<file path="config.mk">
export PLATFORM = sky130hd
export DESIGN_NAME = conv_tile_controller
export DESIGN_NICKNAME = d
export VERILOG_FILES = /design/src/rtl/conv_pkg.sv /design/src/rtl/ram_copy_seq.sv /design/src/rtl/conv_tile_controller.sv
export SDC_FILE = /design/constraint.sdc
export NUM_CORES = 1
export LEC_CHECK = 0
export CAP_MARGIN = 25
export CORE_AREA = 2 2 170 172
export DETAILED_ROUTE_END_ITERATION = 10
export DIE_AREA = 0 0 172 174
export PLACE_DENSITY = 0.73
export SLEW_MARGIN = 0
export SYNTH_ARGS = -nofsm -noshare
export SYNTH_HDL_FRONTEND = slang
export SYNTH_SLANG_ARGS = --single-unit
</file>
<file path="constraint.sdc">
create_clock -name clk -period 2.2 [get_ports clk]
set_input_delay 0.22 -clock clk [delete_from_list [all_inputs] [get_ports clk]]
set_output_delay 0.22 -clock clk [all_outputs]
set_load 0.1 [all_outputs]
</file>
<file path="src/rtl/conv_pkg.sv">
// Shared definitions for the convolution tile controller: FSM state encoding,
// default tile geometry and the mapping of copy-sequencer slots to phases.
package conv_pkg;

    localparam int ADDR_W_DEF = 32;
    localparam int W_LEN_DEF  = 16;
    localparam int I_LEN_DEF  = 28;
    localparam int O_LEN_DEF  = 16;
    localparam int CNT_W_DEF  = 8;

    // Copy sequencer slots: weight load, input load, output drain
    localparam int N_COPY = 3;

    typedef enum logic [2:0] {
        IDLE,
        LOAD_W,
        LOAD_I,
        COMPUTE,
        DRAIN,
        DONE
    } state_t;

    // Phase in which copy slot idx is active
    function automatic state_t copy_phase(input int idx);
        return (idx == 0) ? LOAD_W : (idx == 1) ? LOAD_I : DRAIN;
    endfunction

endpackage

</file>
<file path="src/rtl/ram_copy_seq.sv">
// RAM-to-RAM copy sequencer: a read index that advances while enabled and a
// write strobe/index that trail it by one cycle to cover the registered read.
module ram_copy_seq #(
    parameter int LEN   = 16,
    parameter int CNT_W = 8
) (
    input  logic             clk,
    input  logic             srst,
    input  logic             clear,
    input  logic             run,
    output logic [CNT_W-1:0] rd_idx,
    output logic             wr_en,
    output logic [CNT_W-1:0] wr_idx,
    output logic             last_wr
);

    localparam logic [CNT_W-1:0] LEN_C  = CNT_W'(LEN);
    localparam logic [CNT_W-1:0] LAST_C = CNT_W'(LEN - 1);

    logic [CNT_W-1:0] cnt_reg;
    logic [CNT_W-1:0] wr_idx_reg;
    logic             wr_en_reg;
    logic             issue;

    assign issue = run && (cnt_reg < LEN_C);

    // Read counter plus one-cycle-delayed write strobe and index
    always_ff @(posedge clk) begin
        if (srst || clear) begin
            cnt_reg    <= '0;
            wr_idx_reg <= '0;
            wr_en_reg  <= 1'b0;
        end else begin
            wr_en_reg <= issue;
            if (issue) begin
                cnt_reg    <= cnt_reg + 1'b1;
                wr_idx_reg <= cnt_reg;
            end
        end
    end

    assign rd_idx  = cnt_reg;
    assign wr_en   = wr_en_reg;
    assign wr_idx  = wr_idx_reg;
    assign last_wr = wr_en_reg && (wr_idx_reg == LAST_C);

endmodule

</file>
<file path="src/rtl/conv_tile_controller.sv">
// Convolution tile sequencer: loads weights and inputs on-chip, streams them
// to the PE group, collects results and drains them off-chip.
// Optional feature macro: CONV_TILE_CTRL_PERF_EN adds perf_cycles/perf_stalls.
module conv_tile_controller
    import conv_pkg::*;
#(
    parameter int AddressWidth = ADDR_W_DEF,
    parameter int W_Len        = W_LEN_DEF,
    parameter int I_Len        = I_LEN_DEF,
    parameter int O_Len        = O_LEN_DEF,
    parameter int CntWidth     = CNT_W_DEF
) (
    input  logic                    clk,
    input  logic                    aclr,
    input  logic                    start,
    input  logic                    first_tile,
    input  logic [AddressWidth-1:0] W_Off_Base,
    input  logic [AddressWidth-1:0] I_Off_Base,
    input  logic [AddressWidth-1:0] O_Off_Base,
    input  logic                    W_DataInRdy,
    input  logic                    I_DataInRdy,
    input  logic                    O_DataOutValid,
    output logic [AddressWidth-1:0] W_Off_RAddr,
    output logic [AddressWidth-1:0] I_Off_RAddr,
    output logic [AddressWidth-1:0] O_Off_WAddr,
    output logic [AddressWidth-1:0] O_Off_RAddr,
    output logic [AddressWidth-1:0] W_On_WAddr,
    output logic [AddressWidth-1:0] W_On_RAddr,
    output logic [AddressWidth-1:0] I_On_WAddr,
    output logic [AddressWidth-1:0] I_On_RAddr,
    output logic [AddressWidth-1:0] O_On_WAddr,
    output logic [AddressWidth-1:0] O_On_RAddr,
    output logic                    W_On_WEn,
    output logic                    I_On_WEn,
    output logic                    O_On_WEn,
    output logic                    O_Off_WEn,
    output logic                    W_Off_WEn,
    output logic                    I_Off_WEn,
    output logic                    W_DataInValid,
    output logic                    I_DataInValid,
    output logic                    O_On_Fill,
    output logic                    busy,
    output logic                    done
`ifdef CONV_TILE_CTRL_PERF_EN
    ,
    output logic [31:0]             perf_cycles,
    output logic [31:0]             perf_stalls
`endif
);

    localparam logic [CntWidth-1:0] W_LEN_C  = CntWidth'(W_Len);
    localparam logic [CntWidth-1:0] I_LEN_C  = CntWidth'(I_Len);
    localparam logic [CntWidth-1:0] O_LEN_C  = CntWidth'(O_Len);
    localparam logic [CntWidth-1:0] O_LAST_C = CntWidth'(O_Len - 1);

    state_t                  state_reg;
    logic [AddressWidth-1:0] w_base_reg, i_base_reg, o_base_reg;
    logic                    first_reg;
    logic [CntWidth-1:0]     w_cnt_reg, i_cnt_reg, k_reg;
    logic                    w_valid_reg, i_valid_reg;

    logic                    copy_clear;
    logic [N_COPY-1:0]       copy_run, copy_wr_en, copy_last;
    logic [CntWidth-1:0]     copy_rd_idx [N_COPY];
    logic [CntWidth-1:0]     copy_wr_idx [N_COPY];

    logic                    w_issue, i_issue, o_accept;

    assign copy_clear = (state_reg == IDLE) && start;
    assign w_issue    = (state_reg == COMPUTE) && W_DataInRdy && (w_cnt_reg < W_LEN_C);
    assign i_issue    = (state_reg == COMPUTE) && I_DataInRdy && (i_cnt_reg < I_LEN_C);
    assign o_accept   = (state_reg == COMPUTE) && O_DataOutValid && (k_reg < O_LEN_C);

    genvar gi;
    generate
        for (gi = 0; gi < N_COPY; gi++) begin : g_copy
            localparam int SEQ_LEN = (gi == 0) ? W_Len : (gi == 1) ? I_Len : O_Len;
            assign copy_run[gi] = (state_reg == copy_phase(gi));
            ram_copy_seq #(
                .LEN   (SEQ_LEN),
                .CNT_W (CntWidth)
            ) u_seq (
                .clk     (clk),
                .srst    (aclr),
                .clear   (copy_clear),
                .run     (copy_run[gi]),
                .rd_idx  (copy_rd_idx[gi]),
                .wr_en   (copy_wr_en[gi]),
                .wr_idx  (copy_wr_idx[gi]),
                .last_wr (copy_last[gi])
            );
        end
    endgenerate

    // Tile FSM with compute-phase stream counters and PE input valids
    always_ff @(posedge clk) begin
        if (aclr) begin
            state_reg   <= IDLE;
            w_base_reg  <= '0;
            i_base_reg  <= '0;
            o_base_reg  <= '0;
            first_reg   <= 1'b0;
            w_cnt_reg   <= '0;
            i_cnt_reg   <= '0;
            k_reg       <= '0;
            w_valid_reg <= 1'b0;
            i_valid_reg <= 1'b0;
        end else begin
            w_valid_reg <= w_issue;
            i_valid_reg <= i_issue;
            case (state_reg)
                IDLE: begin
                    if (start) begin
                        w_base_reg <= W_Off_Base;
                        i_base_reg <= I_Off_Base;
                        o_base_reg <= O_Off_Base;
                        first_reg  <= first_tile;
                        w_cnt_reg  <= '0;
                        i_cnt_reg  <= '0;
                        k_reg      <= '0;
                        state_reg  <= LOAD_W;
                    end
                end
                LOAD_W:  if (copy_last[0]) state_reg <= LOAD_I;
                LOAD_I:  if (copy_last[1]) state_reg <= COMPUTE;
                COMPUTE: begin
                    if (w_issue) w_cnt_reg <= w_cnt_reg + 1'b1;
                    if (i_issue) i_cnt_reg <= i_cnt_reg + 1'b1;
                    if (o_accept) begin
                        k_reg <= k_reg + 1'b1;
                        if (k_reg == O_LAST_C) state_reg <= DRAIN;
                    end
                end
                DRAIN:   if (copy_last[2]) state_reg <= DONE;
                DONE:    state_reg <= IDLE;
                default: state_reg <= IDLE;
            endcase
        end
    end

    assign W_Off_RAddr   = w_base_reg + AddressWidth'(copy_rd_idx[0]);
    assign W_On_WEn      = copy_wr_en[0];
    assign W_On_WAddr    = AddressWidth'(copy_wr_idx[0]);
    assign I_Off_RAddr   = i_base_reg + AddressWidth'(copy_rd_idx[1]);
    assign I_On_WEn      = copy_wr_en[1];
    assign I_On_WAddr    = AddressWidth'(copy_wr_idx[1]);
    assign O_Off_WEn     = copy_wr_en[2];
    assign O_Off_WAddr   = o_base_reg + AddressWidth'(copy_wr_idx[2]);
    assign O_On_RAddr    = (state_reg == DRAIN) ? AddressWidth'(copy_rd_idx[2])
                                                : AddressWidth'(k_reg);
    assign W_On_RAddr    = AddressWidth'(w_cnt_reg);
    assign I_On_RAddr    = AddressWidth'(i_cnt_reg);
    assign O_On_WAddr    = AddressWidth'(k_reg);
    assign O_On_WEn      = o_accept;
    assign O_On_Fill     = (state_reg == COMPUTE) && !first_reg;
    assign W_DataInValid = w_valid_reg;
    assign I_DataInValid = i_valid_reg;
    assign busy          = (state_reg != IDLE);
    assign done          = (state_reg == DONE);
    assign O_Off_RAddr   = '0;
    assign W_Off_WEn     = 1'b0;
    assign I_Off_WEn     = 1'b0;

`ifdef CONV_TILE_CTRL_PERF_EN
    logic [31:0] perf_cycles_reg, perf_stalls_reg;
    logic        stall;

    assign stall = (state_reg == COMPUTE) &&
                   ((!W_DataInRdy && (w_cnt_reg < W_LEN_C)) ||
                    (!I_DataInRdy && (i_cnt_reg < I_LEN_C)));

    // Busy-cycle and compute-stall counters for the most recent tile
    always_ff @(posedge clk) begin
        if (aclr || copy_clear) begin
            perf_cycles_reg <= '0;
            perf_stalls_reg <= '0;
        end else begin
            if (busy)  perf_cycles_reg <= perf_cycles_reg + 1'b1;
            if (stall) perf_stalls_reg <= perf_stalls_reg + 1'b1;
        end
    end

    assign perf_cycles = perf_cycles_reg;
    assign perf_stalls = perf_stalls_reg;
`endif

endmodule

</file>
# Yosys cells after proc, flatten, opt, wreduce, memory -nomap -nowiden
# Cells that the tools add are included.
dict set report op_classes {
  n_eq_ne 17
  reduce_logical 24
  n_div 0
  magnitude_cmp 6
  muxes 15
  n_addsub 9
  n_mul 0
  bitwise_logic 0
  shift 0
}
# operator n
set ops {}
lappend ops {{$add A32 B8 Y32} 3}
lappend ops {{$add A8 B1 Y8 const B} 6}
lappend ops {{$lt A8 B5 Y1 const B} 6}
lappend ops {{$pmux W8 S2} 3}
lappend ops {{$mux W8} 5}
lappend ops {{$eq A8 B4 Y1 const B} 3}
lappend ops {{$mux W3} 6}
lappend ops {{$pmux W3 S5} 1}
lappend ops {{$logic_and A1 B1 Y1} 14}
lappend ops {{$ne A2 B2 Y1 const B} 7}
lappend ops {{$reduce_and A3 Y1} 3}
lappend ops {{$eq A8 B5 Y1 const B} 1}
lappend ops {{$eq A3 B2 Y1 const B} 2}
lappend ops {{$eq A3 B3 Y1 const B} 2}
lappend ops {{$reduce_and A6 Y1} 1}
lappend ops {{$eq A3 B1 Y1 const B} 1}
lappend ops {{$logic_not A3 Y1} 1}
lappend ops {{$reduce_bool A3 Y1} 1}
lappend ops {{$ne A2 B1 Y1 const B} 1}
lappend ops {{$reduce_and A2 Y1} 1}
lappend ops {{$reduce_bool A2 Y1} 1}
lappend ops {{$logic_not A1 Y1} 1}
lappend ops {{$logic_or A1 B1 Y1} 1}
dict set report totals {
  reg_bits 177
  latch_bits 0
  ramBits 0
  in_bits 103
  memories 0
  out_inout_bits 331
  rom_bits 0
}

# Logic depth before layout (Yosys ltp)
dict set report logic_depth {
  depth_word 5
  mapped_depth 10
  mapped_depth_nobuf 9
}

# Hierarchy
# From an unflattened synthesis, not the netlist that was laid out.
dict set report unflattened {
  hier_cells 1254
  hier_area_um2 10249.8
}
# mod instances area_each_um2 seq_area_each_um2 cells_each
set by_module_without_submodules {}
lappend by_module_without_submodules {conv_tile_controller 1 8294.2 2522.4 1063}
lappend by_module_without_submodules {{ram_copy_seq at g_copy[0].u_seq ...} 2 651.9 340.3 63}
lappend by_module_without_submodules {{ram_copy_seq at g_copy[1].u_seq} 1 651.9 340.3 65}

# Worst setup path before layout
# OpenSTA, ideal clock, no wires.
dict set report synth_path {
  kind {register to output}
  startpoint {register g_copy[2].u_seq.wr_idx_reg[0]}
  endpoint {output O_Off_WAddr[30]}
  path_buffers 1
  t_required_ps 1980
  arrival_ps 3419
  path_slack_ps -1439
  path_stages_with_launch 11
  cell_sequence {dfxtp_1 > ha_1 > inv_1 > fa_1 > nor2b_1 > o21a_1 > o21ai_0 > a21oi_1 > clkbuf_1 > nand4_1 > xnor2_1}
}
dict set report synth_via {
  elab_chain_cells 1
}
# element line
set synth_rtl {}
lappend synth_rtl {{start: declaration} ram_copy_seq.sv:21} ;# logic [CNT_W-1:0] wr_idx_reg;
lappend synth_rtl {{start signal: assignment} ram_copy_seq.sv:37} ;# wr_idx_reg <= cnt_reg;
lappend synth_rtl {{$add A32 B8 Y32} conv_tile_controller.sv:148} ;# assign O_Off_WAddr = o_base_reg + AddressWidth'(copy_wr_idx[2]);
lappend synth_rtl {{end: declaration} conv_tile_controller.sv:25} ;# output logic [AddressWidth-1:0] O_Off_WAddr,
# No other way between the ends.

# Worst setup path in the final report
dict set report layout_path {
  startpoint {register g_copy[1].u_seq.cnt_reg[0]}
  endpoint {output I_Off_RAddr[22]}
}
dict set report layout_via {
  elab_chain_cells 1
}
# element line
set layout_rtl {}
lappend layout_rtl {{start: declaration} ram_copy_seq.sv:20} ;# logic [CNT_W-1:0] cnt_reg;
lappend layout_rtl {{start signal: assignment} ram_copy_seq.sv:36} ;# cnt_reg <= cnt_reg + 1'b1;
lappend layout_rtl {{$add A32 B8 Y32} conv_tile_controller.sv:144} ;# assign I_Off_RAddr = i_base_reg + AddressWidth'(copy_rd_idx[1]);
lappend layout_rtl {{end: declaration} conv_tile_controller.sv:24} ;# output logic [AddressWidth-1:0] I_Off_RAddr,
# No other way between the ends.

==> out/metrics.yaml <==
run_status:
  outcome: "finished, violations left"
  violations: "negative setup slack"
clock_network:
  insertion_delay_ps: 420
  htree_levels: 4
  cts_tree: "yes"
  clockBufferDepth: 2
  path_clk_slew_ps: 70
  cts_buffers: 17
  clkSinkCount: 177
  cts_root_buf: "clkbuf_16"
  hold_buffers: 0
layout:
  antenna_cells: 0
  area_growth_pct: 78.84
  drive_gt1_frac: 0.3988
  final_util: 0.6478
  final_common_cell: "nand2_1"
  nFillCells: 2181
  layout_common_cells: "nand2_1, buf_4, conb_1, dfxtp_1, a21oi_1"
  fin_nets: 1818
routing:
  drt_iter0_drc: 530
  routedWlPerCell_um: 16.43
  drc_errors: 0
  firstDrtPassIters: 5
  vias: 9855
  finalWirelength_mm: 34.17
  ant_nets: 0
  viasPerCell: 4.740
timing:
  slew_viol_final: 0
  period_share: 1.360
  slew_headroom: 0.3847
  finalCriticalPeriod_ps: 2991
  fin_skew_ps: 11.99
  worst_hold_slack_ps: 226.5
  max_freq_ghz: 0.3343
  finalWorstSetupSlack_ps: -791.0
  tightest_slew_ps: 922.0
  tns_ps: -43270
  setup_viol: 84
  rsz0062_at_grt: "yes"
  hold_viol: 0
die:
  die_h_um: 174
  rows: 62
  initial_core_util: 0.3622
  io-pin-count: 434
  die_area_mm2: 0.02993
  die_x_um: 172
  coreArea_mm2: 0.02824
global_route:
  met2_usage: 0.4100
  antenna_found_initial: 0
  met1_usage: 0.2490
  grt_use_met3: 0.03051
  grt_busiest_layer: "met2"
  grt_max_degree: 58
  grt_pass1_vias: 9802
  grt.overflow.total: 0
  grt_use_total: 0.2196
  grt_pass1_wl_mm: 51.89
critical_path:
  required_ps: 1980
  startpoint_type: "flop"
  criticalPathCategory: "reg -> out"
  endpoint_kind: "output port"
  cp_cell_sequence: "ha_4 > fa_2 > a211o_1 > a21oi_2 > o211ai_1 > nand3_4 > buf_4 > xnor2_4 > buf_12"
  arrival_ps: 2770
  crit_fanout: 5
  cpPeakStageDelay_ps: 360
  slowest_stage: "dfxtp_4"
  rrSetupSlack_ps: 130
power_and_ir_drop:
  power.density_mw_per_mm2: 756.3
  leakagePower_nw: 7.987
  worst_ir_drop_vdd_uv: 828.1
yosys:
  netlist_area_mm2: 0.01023
  ys.flop_type: "dfxtp_1"
  yosys_warnings: 0
  ys_seq_area_frac: 0.3464
  synth-edff-count: 0
  async_flop_share: 0
  ys_types: 65
  syn_inst: 1279
  synth.avg_cell_area_um2: 7.997
  ys_ff_latch: 177
hold_path:
  hold_class: "in -> reg"
flow_run:
  maxCapViolCount: 0
placement:
  numPortBuffers: 255
  place_hpwl_mm: 25.29
  routabilityCongestion: 0.8738
==> stage by stage <==
step	cell area (µm²)	setup slack (ps)	total power, mW	instances
floorplan	13110	-542.8	8.862	1456
global placement	16660	-389.7	10.53	2012
detailed placement	16660	-388.2	10.59	2012
CTS	18100	-817.1	13.88	2074
global route	18290	-921.4	14.33	2079
finish	18290	-791.0	13.83	2079
==> power by group <==
| group | leakage (nW) | internal, mW | switching (mW) |
|---|---|---|---|
| logic | 6.22 | 2.12 | 4.78 |
| clock network | 0.298 | 1.74 | 1.45 |
| registers | 1.47 | 3.48 | 0.272 |
==> final timing paths <==
check | startpoint | endpoint | cells past startpoint
worst max-delay path | g_copy[1].u_seq.rd_idx[0]$_SDFFE_PP0P_ | I_Off_RAddr[22] | 9
worst max register to register | g_copy[2].u_seq.wr_idx[6]$_SDFFE_PP0P_ | state_reg[1]$_SDFFE_PP0P_ | 7
worst min-delay path | aclr | w_cnt_reg[1]$_SDFFE_PP0P_ | 2
worst min register to register | first_reg$_SDFFE_PP0P_ | first_reg$_SDFFE_PP0P_ | 2
==> worst max-delay path, delay by kind of cell (launching register included) <==
kind / cells / cell delay (ps)
AO/OA/AOI/OAI: 3 / 740
buffers and inverters: 2 / 360
adder cells (fa/ha/maj): 2 / 490
flip-flops: 1 / 360
AND/OR/NAND/NOR: 1 / 270
XOR/XNOR: 1 / 120
==> per-layer routing <==
layer | part of all wire | vias to the layer above | routed length, µm
met2 | 0.54 | 353 | 18310
li1 | - | 4706 | -
met4 | 0.032 | 0 | 1102
met3 | 0.052 | 64 | 1764
met5 | 0 | - | 0
met1 | 0.38 | 4732 | 12990
==> synth_stat cells (10+ instances only) <==
library cell,number,area (µm²)
inv_1,17,63.81
a21oi_1,133,665.6
ha_1,30,375.4
nand3_1,37,185.2
nand4_1,29,181.4
o21ai_0,10,50.05
and3_1,18,112.6
dfxtp_1,177,3543
a21o_1,14,105.1
nor3_1,15,75.07
xor2_1,34,297.8
clkbuf_1,42,157.7
buf_4,194,1456
and2_1,20,125.1
nor2_1,62,232.7
xnor2_1,70,613.1
nand2_1,257,964.7
nand2b_1,10,62.56
==> logic make-up after synthesis <==
| logic type | after synthesis | share of synthesized area |
|---|---|---|
| other | 1 | 0.0003666 |
| flip-flops | 177 | 0.3464 |
| multiplexers | 17 | 0.01762 |
| XOR/XNOR | 104 | 0.08905 |
| buffers and inverters | 261 | 0.1686 |
| AND/OR/NAND/NOR | 495 | 0.2274 |
| adder cells (fa/ha/maj) | 33 | 0.04257 |
| AO/OA/AOI/OAI | 191 | 0.1080 |
==> repair_timing <==
action                                  in CTS  in global routing
cloned                                       2                  0
setup buffers                               33                 22
gates resized for setup                    127                 47
pin swaps                                  100                 72
endpoints found under the setup margin      93                 97
==> layout make-up <==
type | instances | area, µm² | area share
Timing Repair Buffer | 451 | 5147 | 0.2814
Multi-Input combinational cell | 1018 | 8338 | 0.4558
Clock buffer | 17 | 425.4 | 0.02326
Tap cell | 384 | 480.5 | 0.02627
Clock inverter | 15 | 190.2 | 0.01040
Sequential cell | 177 | 3647 | 0.1994
Inverter | 17 | 63.81 | 0.003488
Power figures use the tool's default switching activity.
